--- config.mk ---
export PLATFORM = sky130hd
export DESIGN_NAME = cdb_arbiter
export DESIGN_NICKNAME = d
export VERILOG_FILES = /design/src/rtl/cdb_arbiter.sv
export SDC_FILE = /design/constraint.sdc
export NUM_CORES = 1
export LEC_CHECK = 0
export CAP_MARGIN = 5
export CORE_ASPECT_RATIO = 1.75
export CORE_MARGIN = 2
export CORE_UTILIZATION = 35
export CTS_CLUSTER_DIAMETER = 60
export CTS_CLUSTER_SIZE = 25
export DETAILED_ROUTE_END_ITERATION = 16
export DONT_BUFFER_PORTS = 1
export PLACE_DENSITY_LB_ADDON = 0.08
export SLEW_MARGIN = 25
export SYNTH_ARGS = -nofsm -noshare
export SYNTH_HDL_FRONTEND = slang
export SYNTH_SLANG_ARGS = --single-unit
export TNS_END_PERCENT = 30
--- constraint.sdc ---
create_clock -name clk -period 6.04 [get_ports clk]
set_input_delay 0.604 -clock clk [delete_from_list [all_inputs] [get_ports clk]]
set_output_delay 0.604 -clock clk [all_outputs]
set_load 0.02 [all_outputs]
--- src/rtl/cdb_arbiter.sv ---
// cdb_arbiter: round-robin arbiter for the common data bus (CDB).
// Requesters (0 = ALU, 1 = mul/div, 2 = load by default) present a
// completed result with a valid/ready handshake. One grant per cycle.
// The granted payload is broadcast from a register one cycle later.
//
// Optional feature: define CDB_ARB_PERF_EN to add the per-requester
// saturating stall counters on output stall_cnt.

package cdb_arbiter_pkg;

  // One CDB broadcast. On the output, ready=1 marks a valid broadcast.
  // On requester inputs the ready field carries no meaning.
  typedef struct packed {
    logic        ready;
    logic [4:0]  rob_id;
    logic [5:0]  pr_dest;
    logic [31:0] result;
  } cdb_t;

endpackage

module cdb_arbiter
  import cdb_arbiter_pkg::*;
#(
  parameter int NUM_REQ = 3
) (
  input  logic                    clk,
  input  logic                    rst,
  input  logic                    flush,
  input  logic [NUM_REQ-1:0]      req_valid,
  input  cdb_t [NUM_REQ-1:0]      req_data,
  output logic [NUM_REQ-1:0]      req_ready,
  output cdb_t                    cdb_out
`ifdef CDB_ARB_PERF_EN
  ,
  output logic [NUM_REQ-1:0][31:0] stall_cnt
`endif
);

  // Width of the round-robin pointer and of a requester index.
  localparam int PW = (NUM_REQ > 1) ? $clog2(NUM_REQ) : 1;

  // Round-robin state and output register.
  logic [PW-1:0] rr_ptr_q, rr_ptr_d;
  cdb_t          cdb_q,    cdb_d;

  // Arbitration intermediates.
  logic [NUM_REQ-1:0] rot_valid;   // req_valid rotated so bit 0 = rr_ptr
  logic [PW-1:0]      win_off;     // winner's distance from rr_ptr
  logic               any_valid;
  logic [PW:0]        idx_sum;     // rr_ptr + win_off before the modulo
  logic [PW-1:0]      win_idx;     // absolute index of the winner
  logic               grant_vld;   // a transfer happens this cycle

  // Rotate the request vector right by rr_ptr so that a fixed-priority
  // search from bit 0 becomes a round-robin search from rr_ptr.
  always_comb begin
    rot_valid = (req_valid >> rr_ptr_q)
              | (req_valid << (NUM_REQ - int'(rr_ptr_q)));
  end

  // Find the lowest set bit of the rotated vector. The loop runs from the
  // top down so the last hit (lowest index) wins without an early exit.
  always_comb begin
    // NOTE: every output of a combinational block gets a default before any
    // conditional assignment; a path that leaves one unassigned infers a latch.
    win_off   = '0;
    any_valid = 1'b0;
    for (int k = NUM_REQ - 1; k >= 0; k--) begin
      if (rot_valid[k]) begin
        win_off   = PW'(k);
        any_valid = 1'b1;
      end
    end
  end

  // Map the winner's offset back to an absolute index, modulo NUM_REQ.
  always_comb begin
    idx_sum = {1'b0, rr_ptr_q} + {1'b0, win_off};
    if (idx_sum >= (PW + 1)'(NUM_REQ)) begin
      win_idx = PW'(idx_sum - (PW + 1)'(NUM_REQ));
    end else begin
      win_idx = PW'(idx_sum);
    end
  end

  // Grant is gated by flush and reset; it never looks at req_data.
  assign grant_vld = any_valid && !flush && !rst;

  // Drive the one-hot (or zero) grant vector.
  always_comb begin
    req_ready = '0;
    for (int k = 0; k < NUM_REQ; k++) begin
      req_ready[k] = grant_vld && (win_idx == PW'(k));
    end
  end

  // Next pointer and next broadcast: on a transfer the pointer moves just
  // past the winner and the payload is latched with ready forced high;
  // otherwise the pointer holds and the bus goes idle (all zero).
  always_comb begin
    rr_ptr_d = rr_ptr_q;
    cdb_d    = '0;
    if (grant_vld) begin
      rr_ptr_d    = (win_idx == PW'(NUM_REQ - 1)) ? '0 : win_idx + PW'(1);
      cdb_d       = req_data[win_idx];
      cdb_d.ready = 1'b1;
    end
  end

  // State register with synchronous reset.
  always_ff @(posedge clk) begin
    // NOTE: sequential state is written with non-blocking assignments so every
    // register samples its inputs from before the edge, independent of order.
    if (rst) begin
      rr_ptr_q <= '0;
      cdb_q    <= '0;
    end else begin
      rr_ptr_q <= rr_ptr_d;
      cdb_q    <= cdb_d;
    end
  end

  assign cdb_out = cdb_q;

`ifdef CDB_ARB_PERF_EN
  // Per-requester stall counters: a requester stalls in any cycle it is
  // valid but not granted, including flush cycles. Counters saturate at
  // all-ones and clear on reset only.
  logic [NUM_REQ-1:0][31:0] stall_q;

  // Count stalled cycles per requester, saturating.
  always_ff @(posedge clk) begin
    if (rst) begin
      stall_q <= '0;
    end else begin
      for (int i = 0; i < NUM_REQ; i++) begin
        if (req_valid[i] && !req_ready[i] && (stall_q[i] != 32'hFFFF_FFFF)) begin
          stall_q[i] <= stall_q[i] + 32'd1;
        end
      end
    end
  end

  assign stall_cnt = stall_q;
`endif

endmodule

==> results by group <==
Clock network
  – CTS tree: done
  – Clk sinks: 46
  – Post-cts sizing count: 0
  – Post-CTS Setup Bufs: 0
  – Skew-Pair Late Insertion Delay: around 0.29 ns
  – Root buffer cell: clkbuf_8
  – CTS H-tree lvls: 2
  – Post-CTS Hold Buffers: 0
  – CTS buffer count: 5
  – Worst-path clk slew: 0.08 ns
  – Bufs on Longest Clock Path: 2

Synthesis
  – Synth Net Count: between 300 and 400
  – Synthesized area: 0.00201 sq mm
  – Seq cells post-synth: 46
  – Syn avg cell area: ~9.6 sq um
  – Post-synthesis async set-or-reset flop share: 0%
  – Main flop type after synthesis: dfxtp_1
  – Syn Inst Count: 210
  – Register area share after synthesis: ~46%
  – Number of library cell types mapped by synthesis: 34
  – Synth warn: 0
  – Number of enable flip-flop cells after synthesis: 0

STA
  – Fin. Hold Viols: 0
  – Tcrit/Tclk final: roughly 70%
  – Fin. max-slew vios: 0
  – Rel. slew slack: 33.8%
  – Setup TNS: 0 ns
  – Clk_skew: around 0.010 ns
  – Worst Hold Margin: 0.364 ns
  – # setup viols final: 0
  – RSZ-0062 raised after global routing: false
  – Tmin final: approximately 4.3 ns
  – Final worst slack: approximately 1.8 ns
  – F_max: ~0.23 GHz
  – Least-Margin Pin Slew: roughly 0.99 ns

Finish
  – Nets: roughly 340
  – Share of cells above drive strength 1: just under 8%
  – Util after Layout: around 38%
  – Non-Filler Instances: 279
  – Syn-to-layout area delta: 4.36%
  – Design Area, Final: between 0.002 and 0.0025 sq mm
  – Inserted Diodes: 0

Critical path
  – WP data arrival: around 3.7 ns
  – Slowest stage cell, crit path: o22ai_2
  – Critical path launch point type: flip-flop
  – Crit path max fanout: 24
  – Crit Path Class: flip-flop to output pin
  – Crit-path cells: nor3_1, a31oi_1, o21ai_0, ha_1, inv_1, fa_1, inv_1, ha_1, or2_1, o22ai_2, and2_4
  – Max incr delay on CP: approximately 0.75 ns
  – Crit end category: output pin
  – WP data required: around 5.4 ns

Power and ir drop
  – Overall power: between 0.7 and 0.8 mW
  – Peak VDD IR: approximately 0.00015 V
  – Lkg Pwr: 0.868 nW
  – Power per standard cell area: roughly 370 mW/mm^2

Placement
  – Placer Congestion: around 0.72
  – DP Wirelength: between 3000 and 4000 um
  – Placed Instances: 271
  – Place WS: 1.84 ns
  – Port Buf Inserts: 0
  – Post-DP Area: around 0.002 sq mm

Floorplanning
  – Core box area: roughly 0.0055 sq mm
  – Die width: 61.3 um
  – Die Y: 104 um
  – DIE AREA: between 0.006 and 0.007 sq mm
  – Top-Level Pins: 185
  – Starting Density: a little over a third
  – Placement Rows: 36

Routing
  – Via count: approximately 1,700
  – Wire per inst: 18.4 um
  – Routed Antenna Nets: 0
  – DR DRC count: 0
  – Vias per cell: approximately 6.0
  – WL final: 5130 um
  – Initial DRC count: between 70 and 80
  – Detailed Routing Iterations Pass 1: 5

Global route
  – Vias in the first global route: 1,646
  – Initial antenna violation count: 0
  – Gr usage total: between 10% and 20%
  – Aggregate global routing overflow: 0
  – First-pass GRT wire length: just over 7000 um
  – Largest net degree at the start of global routing: 45

Flow run
  – Max cap viols: 0

Hold path
  – Hold WC Path Type: primary input to flip-flop

Run status
  – Status: finished clean
cell usage in the layout, fill, tap and decap left out, types with 3 or more instances in the layout:
cell / instances
a21oi_1: 24
dfxtp_1: 46
and3_1: 21
nand2_1: 23
inv_1: 6
o21ai_0: 3
a22oi_1: 22
clkbuf_8: 6
a221o_1: 21
layout make-up:
class                      instances  area, sq um
fill                             580         3440
multi-input combinational        139          935
sequential                        46          921
tap                               76         95.1
clock buffer                       7         86.3
inverter                           8         35.0
timing repair buffer               2         15.0
clock inverter                     1         8.76
per-layer routing:
metal,global-route usage (%),wire length (um),part of all wire [%]
met5,0,0,0
met4,8.07,136,2.7
met3,5.35,587,11
met2,28.7,2860,56
met1,12.2,1550,30
state kept, by name (all words and copies together), names as in the netlist:
name,flops
rr_ptr_q,2
cdb_out,44
kinds of logic after synthesis:
family	after synthesis	synth area share (%)
muxes	1	0.685
AOI/OAI and AO/OA	75	27.7
DFF	46	45.9
buffers and inverters	25	7.60
adders and majority gates	3	2.24
and+or+nand+nor	60	16.0
power by group:
part | total [mW] | switching, mW | internal [mW]
clock | 0.194 | 0.0993 | 0.0945
combinational | 0.184 | 0.113 | 0.0710
sequential | 0.402 | 0.0608 | 0.341
worst paths after layout:
path,slack [ns],to,start,cells after the start
worst max-delay path,1.77,req_ready[1],rr_ptr_q[0]$_SDFFE_PP0P_,11
worst min-delay path,0.36,rr_ptr_q[0]$_SDFFE_PP0P_,rst,1
worst max register to register,2.41,cdb_out[15]$_SDFF_PP0_,rr_ptr_q[0]$_SDFFE_PP0P_,12
worst min register to register,0.57,rr_ptr_q[0]$_SDFFE_PP0P_,rr_ptr_q[0]$_SDFFE_PP0P_,2
critical path: cells and delay by family, from the launching register on:
family,cells,cell delay [ns]
compound gates,3,0.98
fa+ha+maj,3,0.93
buf+inv,2,0.09
flops,1,0.39
simple gates,3,0.95
cell usage after synthesis, types with 2 or more instances:
cell type  count  area (sq um)
dfxtp_1       46           921
a21oi_1       24           120
and3_1        21           131
nand3b_1       2          15.0
nor3b_1        2          15.0
inv_1          6          22.5
clkbuf_1       3          11.3
ha_1           2          25.0
buf_6          5          56.3
nor2_1         2          7.51
buf_4          2          15.0
o21ai_0        3          15.0
buf_2          7          35.0
nor3_1         2          10.0
nand2_1       23          86.3
a22oi_1       22           165
a221o_1       21           210
No activity file was read; power rests on OpenSTA's default activity.
